==> src/rtl/divider_pkg.sv <==
// Shared FSM encoding for the sequential signed divider.
package divider_pkg;
  localparam int STATE_W = 2;

  typedef enum logic [STATE_W-1:0] {
    IDLE = 2'd0,
    CALC = 2'd1,
    FIX  = 2'd2,
    DONE = 2'd3
  } state_t;
endpackage

==> src/rtl/divider_div_step.sv <==
// One restoring-division step: shift in a dividend bit, trial-subtract the divisor.
module div_step #(
  parameter int N = 5
) (
  input  logic [N-1:0] rem_in,
  input  logic         bit_in,
  input  logic [N-1:0] divisor,
  output logic [N-1:0] rem_out,
  output logic         q_bit
);
  logic [N:0] shifted;
  logic [N:0] diff;

  always_comb begin
    shifted = {rem_in, bit_in};
    diff    = shifted - {1'b0, divisor};
    // A clear top bit means the trial subtraction did not borrow.
    q_bit   = ~diff[N];
    rem_out = q_bit ? diff[N-1:0] : shifted[N-1:0];
  end
endmodule

==> src/rtl/divider.sv <==
// Multi-cycle signed divider: magnitudes divided by restoring steps, signs fixed afterwards.
module divider
  import divider_pkg::*;
#(
  parameter int N = 5
) (
  input  logic         clk,
  input  logic         rst_n,
  input  logic         start,
  input  logic [N-1:0] dividend,
  input  logic [N-1:0] divisor,
  output logic         busy,
  output logic         done,
  output logic [N-1:0] quotient,
  output logic [N-1:0] remainder,
  output logic         div_by_zero,
  output logic         overflow
);
  localparam int CNT_W = $clog2(N + 1);
  localparam logic [CNT_W-1:0] LAST_ITER = CNT_W'(N - 1);
  localparam logic [N-1:0] MIN_VAL = {1'b1, {(N-1){1'b0}}};

  function automatic logic [N-1:0] neg(input logic [N-1:0] x);
    return ~x + 1'b1;
  endfunction

  function automatic logic [N-1:0] mag(input logic [N-1:0] x);
    return x[N-1] ? neg(x) : x;
  endfunction

  state_t           state_q, state_d;
  logic [CNT_W-1:0] cnt_q, cnt_d;
  logic [N-1:0]     a_q, a_d;
  logic             a_neg_q, a_neg_d;
  logic             b_neg_q, b_neg_d;
  logic [N-1:0]     bmag_q, bmag_d;
  logic [N-1:0]     rem_q, rem_d;
  logic [N-1:0]     aq_q, aq_d;
  logic             dbz_pend_q, dbz_pend_d;
  logic             ovf_pend_q, ovf_pend_d;
  logic [N-1:0]     quotient_q, quotient_d;
  logic [N-1:0]     remainder_q, remainder_d;
  logic             dbz_q, dbz_d;
  logic             ovf_q, ovf_d;
  logic             busy_q, busy_d;
  logic             done_q, done_d;

  logic [N-1:0]     step_rem;
  logic             step_q;

  div_step #(.N(N)) u_step (
    .rem_in  (rem_q),
    .bit_in  (aq_q[N-1]),
    .divisor (bmag_q),
    .rem_out (step_rem),
    .q_bit   (step_q)
  );

  always_comb begin
    state_d     = state_q;
    cnt_d       = cnt_q;
    a_d         = a_q;
    a_neg_d     = a_neg_q;
    b_neg_d     = b_neg_q;
    bmag_d      = bmag_q;
    rem_d       = rem_q;
    aq_d        = aq_q;
    dbz_pend_d  = dbz_pend_q;
    ovf_pend_d  = ovf_pend_q;
    quotient_d  = quotient_q;
    remainder_d = remainder_q;
    dbz_d       = dbz_q;
    ovf_d       = ovf_q;
    busy_d      = busy_q;
    done_d      = done_q;

    unique case (state_q)
      IDLE: begin
        if (start) begin
          a_d        = dividend;
          a_neg_d    = dividend[N-1];
          b_neg_d    = divisor[N-1];
          bmag_d     = mag(divisor);
          aq_d       = mag(dividend);
          rem_d      = '0;
          cnt_d      = '0;
          dbz_pend_d = (divisor == '0);
          ovf_pend_d = (dividend == MIN_VAL) && (divisor == '1);
          busy_d     = 1'b1;
          state_d    = (divisor == '0) ? FIX : CALC;
        end
      end
      CALC: begin
        // Quotient bits shift into the low end as dividend bits leave the top.
        rem_d = step_rem;
        aq_d  = {aq_q[N-2:0], step_q};
        cnt_d = cnt_q + CNT_W'(1);
        if (cnt_q == LAST_ITER) begin
          cnt_d   = '0;
          state_d = FIX;
        end
      end
      FIX: begin
        if (dbz_pend_q) begin
          quotient_d  = '1;
          remainder_d = a_q;
        end else begin
          quotient_d  = (a_neg_q ^ b_neg_q) ? neg(aq_q) : aq_q;
          remainder_d = a_neg_q ? neg(rem_q) : rem_q;
        end
        dbz_d   = dbz_pend_q;
        ovf_d   = ovf_pend_q;
        done_d  = 1'b1;
        state_d = DONE;
      end
      DONE: begin
        done_d  = 1'b0;
        busy_d  = 1'b0;
        state_d = IDLE;
      end
      default: state_d = IDLE;
    endcase
  end

  always_ff @(posedge clk or negedge rst_n) begin
    if (!rst_n) begin
      state_q     <= IDLE;
      cnt_q       <= '0;
      a_q         <= '0;
      a_neg_q     <= 1'b0;
      b_neg_q     <= 1'b0;
      bmag_q      <= '0;
      rem_q       <= '0;
      aq_q        <= '0;
      dbz_pend_q  <= 1'b0;
      ovf_pend_q  <= 1'b0;
      quotient_q  <= '0;
      remainder_q <= '0;
      dbz_q       <= 1'b0;
      ovf_q       <= 1'b0;
      busy_q      <= 1'b0;
      done_q      <= 1'b0;
    end else begin
      state_q     <= state_d;
      cnt_q       <= cnt_d;
      a_q         <= a_d;
      a_neg_q     <= a_neg_d;
      b_neg_q     <= b_neg_d;
      bmag_q      <= bmag_d;
      rem_q       <= rem_d;
      aq_q        <= aq_d;
      dbz_pend_q  <= dbz_pend_d;
      ovf_pend_q  <= ovf_pend_d;
      quotient_q  <= quotient_d;
      remainder_q <= remainder_d;
      dbz_q       <= dbz_d;
      ovf_q       <= ovf_d;
      busy_q      <= busy_d;
      done_q      <= done_d;
    end
  end

  assign busy        = busy_q;
  assign done        = done_q;
  assign quotient    = quotient_q;
  assign remainder   = remainder_q;
  assign div_by_zero = dbz_q;
  assign overflow    = ovf_q;
endmodule

==> config.mk <==
export PLATFORM = sky130hd
export DESIGN_NAME = divider
export DESIGN_NICKNAME = d
export VERILOG_FILES = /design/src/rtl/divider_pkg.sv /design/src/rtl/divider_div_step.sv /design/src/rtl/divider.sv
export SDC_FILE = /design/constraint.sdc
export NUM_CORES = 1
export LEC_CHECK = 0
export CAP_MARGIN = 20
export CORE_UTILIZATION = 42
export CTS_CLUSTER_SIZE = 30
export DETAILED_ROUTE_END_ITERATION = 12
export SETUP_SLACK_MARGIN = 0.15
export SLEW_MARGIN = 15
export SYNTH_ARGS = -nofsm -noshare
export SYNTH_HDL_FRONTEND = slang
export SYNTH_SLANG_ARGS = --single-unit
==> constraint.sdc <==
create_clock -name clk -period 2 [get_ports clk]
set_input_delay 0.3 -clock clk [delete_from_list [all_inputs] [get_ports clk]]
set_output_delay 0.3 -clock clk [all_outputs]
set_load 0.03 [all_outputs]
==> results of run 1 <==
## synth_stat cells (all sizes together)
cell	number
mux2i	8
nor3	2
a22o	2
o21ai	21
clkbuf	12
xor2	6
nor2	31
o311ai	2
nand2b	5
nand4b	1
nand2	30
or3b	1
fa	1
nand4	3
o31ai	4
nand3	2
a21o	3
mux2	10
dfrtp	42
o2111ai	1
a32o	1
o21a	1
xnor2	7
a2111oi	1
o22ai	1
a211oi	2
inv	20
ha	16
nor2b	5
nor3b	1
a221o	1
a21oi	16
## layer usage
layer / track usage / wire, um / up-vias
met2: 0.304 / 2310 / 24
met5: 0 / 0 / -
met1: 0.224 / 2370 / 850
li1: - / - / 966
met3: 0.0412 / 140 / 5
met4: 0.0472 / 41 / 0
## kinds of logic after synthesis
family                   after synthesis  synth area share
multiplexers                          18            0.0799
flip-flops                            42             0.436
AND/OR/NAND/NOR                       81             0.147
AO/OA/AOI/OAI                         56             0.148
buffers and inverters                 32            0.0498
XOR/XNOR                              13            0.0472
adder cells (fa/ha/maj)               17            0.0913
## worst paths after layout
kind | cells after the start | end | slack, ns
min reg2reg | 2 | ovf_pend_q$_DFFE_PN0P_ | 0.49
max in group asynchronous | 3 | bmag_q[2]$_DFFE_PN0P_ | 0.98
min in group clk | 2 | ovf_pend_q$_DFFE_PN0P_ | 0.49
min | 2 | quotient[2]$_DFFE_PN0P_ | 0.48
max | 7 | aq_q[0]$_DFFE_PN0P_ | 0.13
max reg2reg | 7 | aq_q[0]$_DFFE_PN0P_ | 0.13
## repair_timing
action,in CTS,in global routing
setup buffers,0,3
pin swaps,2,2
setup endpoints to repair,6,6
hold endpoints to repair,18,0
hold buffers,1,0
resized for setup,5,7
## layout make-up
type                       count  area share
clock buffer                   6      0.0237
timing repair buffer          49       0.146
multi-input combinational    185       0.428
sequential                    42       0.343
clock inverter                 2     0.00450
inverter                      20      0.0245
tap                           72      0.0294
## state kept, by name, indices dropped and copies added, names as in the netlist, 2 cells and up
signal,cells
aq_q,5
state_q,2
a_q,5
cnt_q,3
bmag_q,5
rem_q,5
quotient,5
remainder,5
## power by group
part | total (mW) | switching, mW | internal [mW]
combinational | 2.95 | 1.50 | 1.44
clock | 0.548 | 0.301 | 0.247
sequential | 1.47 | 0.284 | 1.19
total | 4.97 | 2.09 | 2.88
## through the flow
stage                     utilization  TNS, ns  setup WS, ns
final                           0.556        0         0.128
after global routing            0.556        0        0.0487
after CTS                       0.544        0         0.133
after detailed placement        0.523  -0.0129      -0.00729
after global placement          0.523        0        0.0116
after floorplan                     -        0         0.114
==> out/results.env, run 1 <==
NUMPLACEDINSTANCES=364
CORE_AREA_SQ_UM=5510
WORSTREG2REGSTART='rem_q[1]$_DFFE_PN0P_'
DIEAREA_SQ_UM=6050
PLACEMENT.IO_BUFFERS=26
CRIT_FAMILY='compound AO/OA/AOI/OAI gates'
SYNTHESIS.NETS=289
MULTI_INPUT_AREA_SQ_UM=1310
DETAIL-ROUTE-ANTENNA-NETS=0
PWR_DENSITY_CELL_nW_PER_UM2=1620
DR.PASS1.ITERS=4
REQUIRED_TIME_OF_THE_CRITICAL_PATH_NS=2.24
CTS_HTREE_LEVELS=2
WORST_SLEW_MARGIN_REL=0.624
VIA_COUNT=1845
FINISH.INSTANCE_AREA_SQ_UM=3060
CTS_CLOCK_PIN_SLEW_FOR_THE_WORST_SETUP_AND_HOLD_PATHS_NS=0.09
SETUP-VIOLATIONS-FINAL=0
MEAN_INSTANCE_SIZE_IN_THE_SYNTHESIZED_NETLIST_SQ_UM=9.31
NETLIST_AREA_SQ_UM=2410
YOSYSUNIQUECELLTYPES=34
TIMING_WORST_SETUP_PATH_TYPE='flop to flop'
GRT_MAX_DEGREE=21
TIMING.HOLD.WS_NS=0.477
GRT_PASS1_WL_UM=8340
SYN2LAYOUT_AREA_GROWTH_PCT=26.9
FIN_CRIT_NS=1.87
CTS.PATH.MAX_BUFFERS=2
SLOWEST_DELAY_NS=0.45
DETAILED_PLACE_HPWL_UM=3680
ANTENNA_FOUND_INITIAL=0
FLOORPLAN.INITIALDENSITY=0.438
WIRELENGTH_UM=4860
HOLDCRITPATHCLASS='primary input to async pin'
P_TOTAL_mW=4.97
COUNT_OF_NON_FILLER_CELLS_IN_THE_FINISHED_LAYOUT=376
RUN_STATUS='finished clean'
DRV_SLEW=0
NETS=333
CTS_BUFFER_COUNT=5
DIE_WIDTH_UM=77.8
IOS=27
STD_CELL_ROWS=27
FINAL_COMMON_CELL='sky130_fd_sc_hd__dfrtp_1'
TRITONCTS_CLOCK_TREE='yes'
MAXCLOCKFREQUENCY_GHz=0.534
ROUTABILITY_CONG=0.850
DETAILEDROUTE.FIRSTITERATIONVIOLATIONS=86
CP-START-KIND='flop'
TIMING.CRITICAL_PATH.TO_TYPE='flop'
CRIT_PATH_CELL_TRACE='ha_4 > o21ai_2 > a2111oi_4 > a211oi_4 > buf_4 > mux2_2 > o21ai_1'
CTSROOTBUFFERMASTER='sky130_fd_sc_hd__clkbuf_8'
POST_SYNTH_INST_COUNT=259
IRDROPWORSTVDD_V=0.000736
REGAREA_SQ_UM=1050
DRIVE_GT1_FRAC=0.168
TRACK_USAGE=0.178
FINAL.SETUP_SKEW_NS=0.0114
YOSYS-TOP-CELLS-AREA='sky130_fd_sc_hd__dfrtp_1 (44%), sky130_fd_sc_hd__ha_1 (8.3%), sky130_fd_sc_hd__nor2_1 (4.8%), sky130_fd_sc_hd__mux2_2 (4.7%), sky130_fd_sc_hd__nand2_1 (4.7%)'
CLOCK-SINKS=42
HOLD_VIOL_FINAL=0
POSTSYNTHREGISTERBITS=42
CELLLEAKAGEPOWER_nW=1.41
DRC_ERRORS=0
CRIT_FANOUT=5
TIMING.CRITICAL_PATH.ARRIVAL_NS=2.11
POST_DR_WIRELENGTH_CELL_UM=12.9
FLOORPLAN.DIE.HEIGHT_UM=77.8
DETAILED_PLACE.AREA_SQ_UM=2880
INSERTEDDIODECOUNT=0
DRV_CAP=0
CRIT_START='rem_q[1]$_DFFE_PN0P_'
FILLCELLCOUNT=496
MAX_SLEW.WORST_PIN.SLEW_NS=0.563
MOST-COMMON-LAYOUT-CELLS='sky130_fd_sc_hd__dfrtp_1 (42), sky130_fd_sc_hd__nand2_1 (30), sky130_fd_sc_hd__nor2_1 (30), sky130_fd_sc_hd__clkdlybuf4s50_1 (25), sky130_fd_sc_hd__buf_4 (20)'
RSZ_0062_RAISED_AFTER_GLOBAL_ROUTING='yes'
CRIT_BUF_INV=1
SYNTH.YOSYS.SEQ_AREA_SHARE=0.436
SLOWEST_CELL_ON_CRIT_PATH='sky130_fd_sc_hd__dfrtp_1'
CLOCK_LATENCY_REPORTED_FOR_THE_LATE_SIDE_OF_THE_WORST_SKEW_PAIR_NS=0.30
TIMING.FINAL.CRIT_SHARE=0.936
POST-SYNTH-TOP-AREA-CELL='sky130_fd_sc_hd__dfrtp_1'
GRT_PASS1_VIAS=1805
SYNTH_TOP_AREA_SHARE=0.436
GR-TOTAL-OVERFLOW=0
DETAIL_ROUTE.VIAS_PER_CELL=4.91
YOSYSWARNINGCOUNT=0
No activity file was read; power rests on OpenSTA's default activity.
==> inputs of run 2 (changes only) <==
--- a/config.mk
+++ b/config.mk
@@ -5,7 +5,6 @@
 export SDC_FILE = /design/constraint.sdc
 export NUM_CORES = 1
 export LEC_CHECK = 0
-export CAP_MARGIN = 20
 export CORE_UTILIZATION = 42
 export CTS_CLUSTER_SIZE = 30
 export DETAILED_ROUTE_END_ITERATION = 12
==> constraint.sdc (replaced) <==
create_clock -name clk -period 2 [get_ports clk]
set_input_delay 0.5 -clock clk [delete_from_list [all_inputs] [get_ports clk]]
set_output_delay 0.5 -clock clk [all_outputs]
set_load 0.03 [all_outputs]
==> out/results.env, run 2 (synthesis gave the netlist of run 1 again) <==
DIEAREA_SQ_UM=6050
TRACK_USAGE=0.180
GROUTE.LAYER.MET1.USAGE=0.235
DETAILED_PLACE_HPWL_UM=3740
FINAL.SETUP_SKEW_NS=0.00657
DETAIL-ROUTE-ANTENNA-NETS=0
DPL_WORST_SLACK_NS=-0.151
CORE_AREA_SQ_UM=5510
TIMING.HOLD.WS_NS=0.138
DRV_CAP=0
TIMING_WORST_SETUP_PATH_TYPE='flop to flop'
WIRELENGTH_UM=5020
DETAIL_ROUTE.VIAS_PER_CELL=5.10
DIE_WIDTH_UM=77.8
TIMING.FINAL.CRIT_SHARE=0.936
MAXCLOCKFREQUENCY_GHz=0.534
TIMING.CRITICAL_PATH.ARRIVAL_NS=2.09
CTS_CLOCK_PIN_SLEW_FOR_THE_WORST_SETUP_AND_HOLD_PATHS_NS=0.08
REQUIRED_TIME_OF_THE_CRITICAL_PATH_NS=2.22
CTSROOTBUFFERMASTER='sky130_fd_sc_hd__clkbuf_8'
IRDROPWORSTVDD_V=0.000950
CRIT_FAMILY='compound AO/OA/AOI/OAI gates'
CRIT_FANOUT=8
ROUTABILITY_CONG=0.795
RSZ_0062_RAISED_AFTER_GLOBAL_ROUTING='yes'
CTS.PATH.MAX_BUFFERS=2
FLOORPLAN.INITIALDENSITY=0.438
CRIT_START='aq_q[4]$_DFFE_PN0P_'
SYN2LAYOUT_AREA_GROWTH_PCT=29.2
GRT_PASS1_WL_UM=8480
RUN_STATUS='finished clean'
FLOORPLAN.DIE.HEIGHT_UM=77.8
VIA_COUNT=1928
INSERTEDDIODECOUNT=0
SETUP-VIOLATIONS-FINAL=0
CLOCK-SINKS=42
FINAL_UTIL=0.566
GRT_PASS1_VIAS=1843
CRIT_PATH_CELL_TRACE='inv_1 > ha_2 > nand2b_4 > a2111oi_4 > a211oi_4 > buf_6 > mux2_2 > o21ai_2'
TRITONCTS_CLOCK_TREE='yes'
WORST_SLEW_MARGIN_REL=0.646
SLOWEST_CELL_ON_CRIT_PATH='sky130_fd_sc_hd__a2111oi_4'
TIMING.CRITICAL_PATH.TO_TYPE='flop'
FILLCELLCOUNT=522
POST_DR_WIRELENGTH_CELL_UM=13.3
MET2_USAGE=0.294
FIN_CRIT_NS=1.87
CP_NUM_CELLS=8
NETS=335
GRT_MAX_DEGREE=21
RRSETUPSLACK_NS=0.13
GR-TOTAL-OVERFLOW=0
P_TOTAL_mW=5.03
FINALWORSTSETUPSLACK_NS=0.128
CRITICAL_PATH.ENDPOINT='aq_q[0]$_DFFE_PN0P_'
CP-START-KIND='flop'
R2R_END='aq_q[0]$_DFFE_PN0P_'
GR-MAX-USAGE-LAYER='met2'
FINAL_COMMON_CELL='sky130_fd_sc_hd__dfrtp_1'
PWR_DENSITY_CELL_nW_PER_UM2=1610
DRC_ERRORS=0
CELLLEAKAGEPOWER_nW=1.50
DRIVE_GT1_FRAC=0.186
HOLD_VIOL_FINAL=0
ANTENNA_FOUND_INITIAL=0
REG2REGPATHDEPTH=8
STD_CELL_ROWS=27
SLOWEST_DELAY_NS=0.40
PLACEMENT.IO_BUFFERS=26
MAX_SLEW.WORST_PIN.SLEW_NS=0.531
DRV_SLEW=0
DETAILEDROUTE.FIRSTITERATIONVIOLATIONS=71
CTS_BUFFER_COUNT=5
MOST-COMMON-LAYOUT-CELLS='sky130_fd_sc_hd__dfrtp_1 (42), sky130_fd_sc_hd__nand2_1 (30), sky130_fd_sc_hd__nor2_1 (29), sky130_fd_sc_hd__buf_4 (23), sky130_fd_sc_hd__inv_1 (19)'
CLOCK_LATENCY_REPORTED_FOR_THE_LATE_SIDE_OF_THE_WORST_SKEW_PAIR_NS=0.29
CTS_HTREE_LEVELS=2
WORSTREG2REGSTART='aq_q[4]$_DFFE_PN0P_'
GRT.MET3_USAGE=0.0412
IOS=27
DR.PASS1.ITERS=4
CRIT_BUF_INV=2
HOLDCRITPATHCLASS='primary input to async pin'
run 2: worst register-to-register path: stages, from the launching register on:
cell and delay [ns]:
sky130_fd_sc_hd__dfrtp_1 0.36, sky130_fd_sc_hd__inv_1 0.07, sky130_fd_sc_hd__ha_2 0.18, sky130_fd_sc_hd__nand2b_4 0.16, sky130_fd_sc_hd__a2111oi_4 0.40, sky130_fd_sc_hd__a211oi_4 0.07, sky130_fd_sc_hd__buf_6 0.15, sky130_fd_sc_hd__mux2_2 0.28
sky130_fd_sc_hd__o21ai_2 0.11
run 2: cell type report:
type / instances / area (sq um) / area share
clock inverter: 1 / 30.0 / 0.00964
sequential: 42 / 1050 / 0.337
multi-input combinational: 185 / 1320 / 0.423
clock buffer: 7 / 76.3 / 0.0245
tap: 72 / 90.1 / 0.0289
inverter: 20 / 75.1 / 0.0241
timing repair buffer: 51 / 475 / 0.153
run 2: repair_timing:
| item | 4_1_cts | 5_1_grt |
|---|---|---|
| hold endpoints to repair | 0 | 0 |
| endpoints found under the setup margin | 7 | 23 |
| cloned | 0 | 0 |
| setup buffers | 1 | 1 |
| gates resized for setup | 8 | 16 |
| pin swaps | 5 | 4 |
| hold buffers | 0 | 0 |
run 2: worst min-delay path by stage:
stage                              endpoint                    from  slack, ns
detailed placement   ovf_pend_q$_DFFE_PN0P_  ovf_pend_q$_DFFE_PN0P_       0.47
finish              div_by_zero$_DFFE_PN0P_                   rst_n       0.14
CTS                 div_by_zero$_DFFE_PN0P_                   rst_n       0.16
global placement         a_q[0]$_DFFE_PN0P_      a_q[0]$_DFFE_PN0P_       0.46
floorplan                a_q[0]$_DFFE_PN0P_                   rst_n       0.20
global route        div_by_zero$_DFFE_PN0P_                   rst_n       0.16
run 2: power by group:
group | internal [mW] | switching (mW)
Sequential | 1.19 | 0.268
Clock | 0.374 | 0.293
Combinational | 1.36 | 1.54
run 2: through the flow:
step,std cells,cell area (sq um),TNS (ns)
CTS,377,3050,0
detailed placement,368,2910,-0.386
finish,378,3120,0
global placement,368,2910,-0.256
global route,378,3120,0
floorplan,259,2420,0
run 2: per-layer routing:
layer | wire length, um | vias up
met4 | 63 | 0
met3 | 173 | 9
met2 | 2380 | 34
li1 | - | 973
met5 | 0 | -
met1 | 2410 | 912
==> inputs of run 3 (changes only) <==
--- a/config.mk
+++ b/config.mk
@@ -5,9 +5,13 @@
 export SDC_FILE = /design/constraint.sdc
 export NUM_CORES = 1
 export LEC_CHECK = 0
-export CORE_UTILIZATION = 42
+export ABC_AREA = 1
+export CELL_PAD_IN_SITES_DETAIL_PLACEMENT = 1
+export CELL_PAD_IN_SITES_GLOBAL_PLACEMENT = 2
+export CORE_UTILIZATION = 30
 export CTS_CLUSTER_SIZE = 30
 export DETAILED_ROUTE_END_ITERATION = 12
+export PLACE_DENSITY_LB_ADDON = 0.1
 export SETUP_SLACK_MARGIN = 0.15
 export SLEW_MARGIN = 15
 export SYNTH_ARGS = -nofsm -noshare
==> out/results.env, run 3 <==
RUN_STATUS='finished clean'
FINALWORSTSETUPSLACK_NS=0.309
SETUP-VIOLATIONS-FINAL=0
POST_DR_WIRELENGTH_CELL_UM=14.2
VIA_COUNT=2083
GRT_MAX_DEGREE=43
ANTENNA_FOUND_INITIAL=0
SYNTH_ENABLE_FLOP_CELLS=0
COUNT_OF_NON_FILLER_CELLS_IN_THE_FINISHED_LAYOUT=442
DETAILEDROUTE.FIRSTITERATIONVIOLATIONS=66
SYNTH-MAIN-FF-CELL='sky130_fd_sc_hd__dfrtp_1'
FINISH.INSTANCE_AREA_SQ_UM=3040
INSERTEDDIODECOUNT=0
TRACK_USAGE=0.163
MOST-COMMON-LAYOUT-CELLS='sky130_fd_sc_hd__nand2_1 (65), sky130_fd_sc_hd__dfrtp_1 (42), sky130_fd_sc_hd__inv_1 (36), sky130_fd_sc_hd__nand3_1 (27), sky130_fd_sc_hd__nor2_1 (19)'
SETUP-TNS-FINAL_NS=0
TRITONCTS_CLOCK_TREE='yes'
COMBPWRFRAC=0.555
SYNTHESIS.NETS=330
FILLCELLCOUNT=919
MAX_SLEW.WORST_PIN.SLEW_NS=0.577
SLOWEST_DELAY_NS=0.41
DIE_WIDTH_UM=92.1
SYN2LAYOUT_AREA_GROWTH_PCT=24.9
SYNTHMOSTINSTANTIATEDCELL='sky130_fd_sc_hd__nand2_1'
FLOORPLAN.DIE.HEIGHT_UM=92.1
TIMING_WORST_SETUP_PATH_TYPE='flop to flop'
CTSROOTBUFFERMASTER='sky130_fd_sc_hd__clkbuf_8'
GRT_PASS1_WL_UM=10800
IOS=27
CORE_AREA_SQ_UM=7810
CRIT_FANOUT=13
DETAILED_PLACE_HPWL_UM=4840
WORST_SLEW_MARGIN_REL=0.615
PLACEMENT.IO_BUFFERS=26
SYNTH.YOSYS.SEQ_AREA_SHARE=0.432
FINAL.SETUP_SKEW_NS=0.00279
FINAL_COMMON_CELL='sky130_fd_sc_hd__nand2_1'
HOLDCRITPATHCLASS='primary input to async pin'
WIRELENGTH_UM=6260
NETLIST_AREA_SQ_UM=2430
POWER.SHARE.SWITCHING=0.455
SLOWEST_CELL_ON_CRIT_PATH='sky130_fd_sc_hd__dfrtp_1'
FLOORPLAN.INITIALDENSITY=0.312
CP-START-KIND='flop'
YOSYSUNIQUECELLTYPES=32
STD_CELL_ROWS=32
DETAIL_ROUTE.VIAS_PER_CELL=4.71
IRDROPWORSTVDD_V=0.000635
CRIT_PATH_CELL_TRACE='inv_1 > ha_1 > inv_2 > o21ai_4 > inv_2 > a21oi_1 > o21ai_1 > o21ai_1'
GRT.MET3_USAGE=0.0307
RSZ_0062_RAISED_AFTER_GLOBAL_ROUTING='no'
REQUIRED_TIME_OF_THE_CRITICAL_PATH_NS=2.23
CTS.HOLD.BUFFERS_ADDED=0
PWR_DENSITY_CELL_nW_PER_UM2=1710
NETS=369
CLOCK_POWER_SHARE=0.164
R2R_END='aq_q[4]$_DFFE_PN0P_'
TIMING.CRITICAL_PATH.ARRIVAL_NS=1.92
SYNTH_TOP_AREA_SHARE=0.432
WORSTREG2REGSTART='state_q[1]$_DFFE_PN0P_'
REG2REGPATHDEPTH=8
GR-MAX-USAGE-LAYER='met2'
GRT_PASS1_VIAS=2208
RRSETUPSLACK_NS=0.31
GR-TOTAL-OVERFLOW=0
POWER.SWITCHING_mW=2.36
DR.PASS1.ITERS=4
TIMING.FINAL.CRIT_SHARE=0.846
DRV_SLEW=0
YOSYSWARNINGCOUNT=0
CTS_BUFFER_COUNT=5
CLOCK_LATENCY_REPORTED_FOR_THE_LATE_SIDE_OF_THE_WORST_SKEW_PAIR_NS=0.30
GROUTE.LAYER.MET1.USAGE=0.220
YS_TOP_CELLS_BY_COUNT='sky130_fd_sc_hd__nand2_1 (67), sky130_fd_sc_hd__dfrtp_1 (42), sky130_fd_sc_hd__inv_1 (36)'
DETAILED_PLACE.AREA_SQ_UM=2860
MAXCLOCKFREQUENCY_GHz=0.591
CTS.PATH.MAX_BUFFERS=2
YS_ASYNC_RST_SHARE=1.00
DRIVE_GT1_FRAC=0.121
FIN_CRIT_NS=1.69
P_SEQ_FRAC=0.281
DETAIL-ROUTE-ANTENNA-NETS=0
MET2_USAGE=0.266
ROUTABILITY_CONG=0.800
MEAN_INSTANCE_SIZE_IN_THE_SYNTHESIZED_NETLIST_SQ_UM=8.12
DRC_ERRORS=0
CTS_HTREE_LEVELS=2
TIMING.CRITICAL_PATH.TO_TYPE='flop'
CELLLEAKAGEPOWER_nW=1.58
DPL_WORST_SLACK_NS=0.0573
POSTSYNTHREGISTERBITS=42
NUMPLACEDINSTANCES=433
DIEAREA_SQ_UM=8480
YOSYS-TOP-CELLS-AREA='sky130_fd_sc_hd__dfrtp_1 (43%), sky130_fd_sc_hd__nand2_1 (10%), sky130_fd_sc_hd__ha_1 (8.2%), sky130_fd_sc_hd__inv_1 (5.5%), sky130_fd_sc_hd__nand3_1 (5.5%)'
CTS_CLOCK_PIN_SLEW_FOR_THE_WORST_SETUP_AND_HOLD_PATHS_NS=0.08
HOLD_VIOL_FINAL=0
PINT_mW=2.83
POST_SYNTH_INST_COUNT=300
DRV_CAP=0
POST-SYNTH-TOP-AREA-CELL='sky130_fd_sc_hd__dfrtp_1'
CLOCK-SINKS=42
run 3: layout make-up:
class | instances | area [sq um] | area share
clock buffer | 6 | 82.6 | 0.0272
clock inverter | 2 | 60.1 | 0.0198
inverter | 44 | 165 | 0.0543
multi-input combinational | 210 | 1200 | 0.395
sequential | 42 | 1050 | 0.346
tap | 102 | 128 | 0.0420
timing repair buffer | 36 | 354 | 0.116
run 3: kinds of logic after synthesis:
logic type               share of synthesized area
AO/OA/AOI/OAI                                0.142
buffers and inverters                       0.0797
AND/OR/NAND/NOR                              0.225
adder cells (fa/ha/maj)                     0.0904
XOR/XNOR                                    0.0319
flip-flops                                   0.432
run 3: stage by stage:
stage | hold slack [ns] | total power, mW | util
2_1_floorplan | 0.204 | 3.50 | -
3_3_place_gp | 0.455 | 4.35 | 0.366
3_5_place_dp | 0.471 | 4.42 | 0.366
4_1_cts | 0.291 | 5.29 | 0.385
5_1_grt | 0.324 | 5.72 | 0.389
6_report | 0.277 | 5.19 | 0.389
run 3: timing repair:
item | 4_1_cts | 5_1_grt
setup endpoints to repair | 4 | 20
cloned | 0 | 0
resized for setup | 3 | 15
setup buffers | 1 | 0
run 3: how the worst max path moves through the flow:
stage | from | end | slack (ns) | depth (start not counted)
floorplan | aq_q[4]$_DFFE_PN0P_ | rem_q[4]$_DFFE_PN0P_ | 0.39 | 10
global placement | dividend[0] | aq_q[2]$_DFFE_PN0P_ | 0.08 | 8
detailed placement | dividend[0] | aq_q[2]$_DFFE_PN0P_ | 0.06 | 8
CTS | quotient[2]$_DFFE_PN0P_ | quotient[2] | 0.15 | 1
global route | rem_q[2]$_DFFE_PN0P_ | aq_q[0]$_DFFE_PN0P_ | 0.16 | 8
finish | state_q[1]$_DFFE_PN0P_ | aq_q[4]$_DFFE_PN0P_ | 0.31 | 8
run 3: power groups by stage:
stage               registers [mW]  clock network [mW]  logic (mW)
floorplan                     1.66                   0        1.85
CTS                           1.46               0.881        2.94
detailed placement            1.49                   0        2.93
global placement              1.48                   0        2.87
finish                        1.45               0.851        2.88
global route                  1.51               0.910        3.29
run 3: metal layers:
layer / vias up / part of all wire / routed length, um
li1: 1063 / - / -
met4: 0 / 0.012 / 78
met2: 29 / 0.46 / 2850
met3: 6 / 0.027 / 172
met1: 985 / 0.50 / 3150
met5: - / 0 / 0
run 3: critical path: cells and delay by family (launching register included):
family / cells / cell delay [ns]
AO/OA/AOI/OAI: 4 / 0.66
adder cells (fa/ha/maj): 1 / 0.21
buffers and inverters: 3 / 0.34
flip-flops: 1 / 0.41
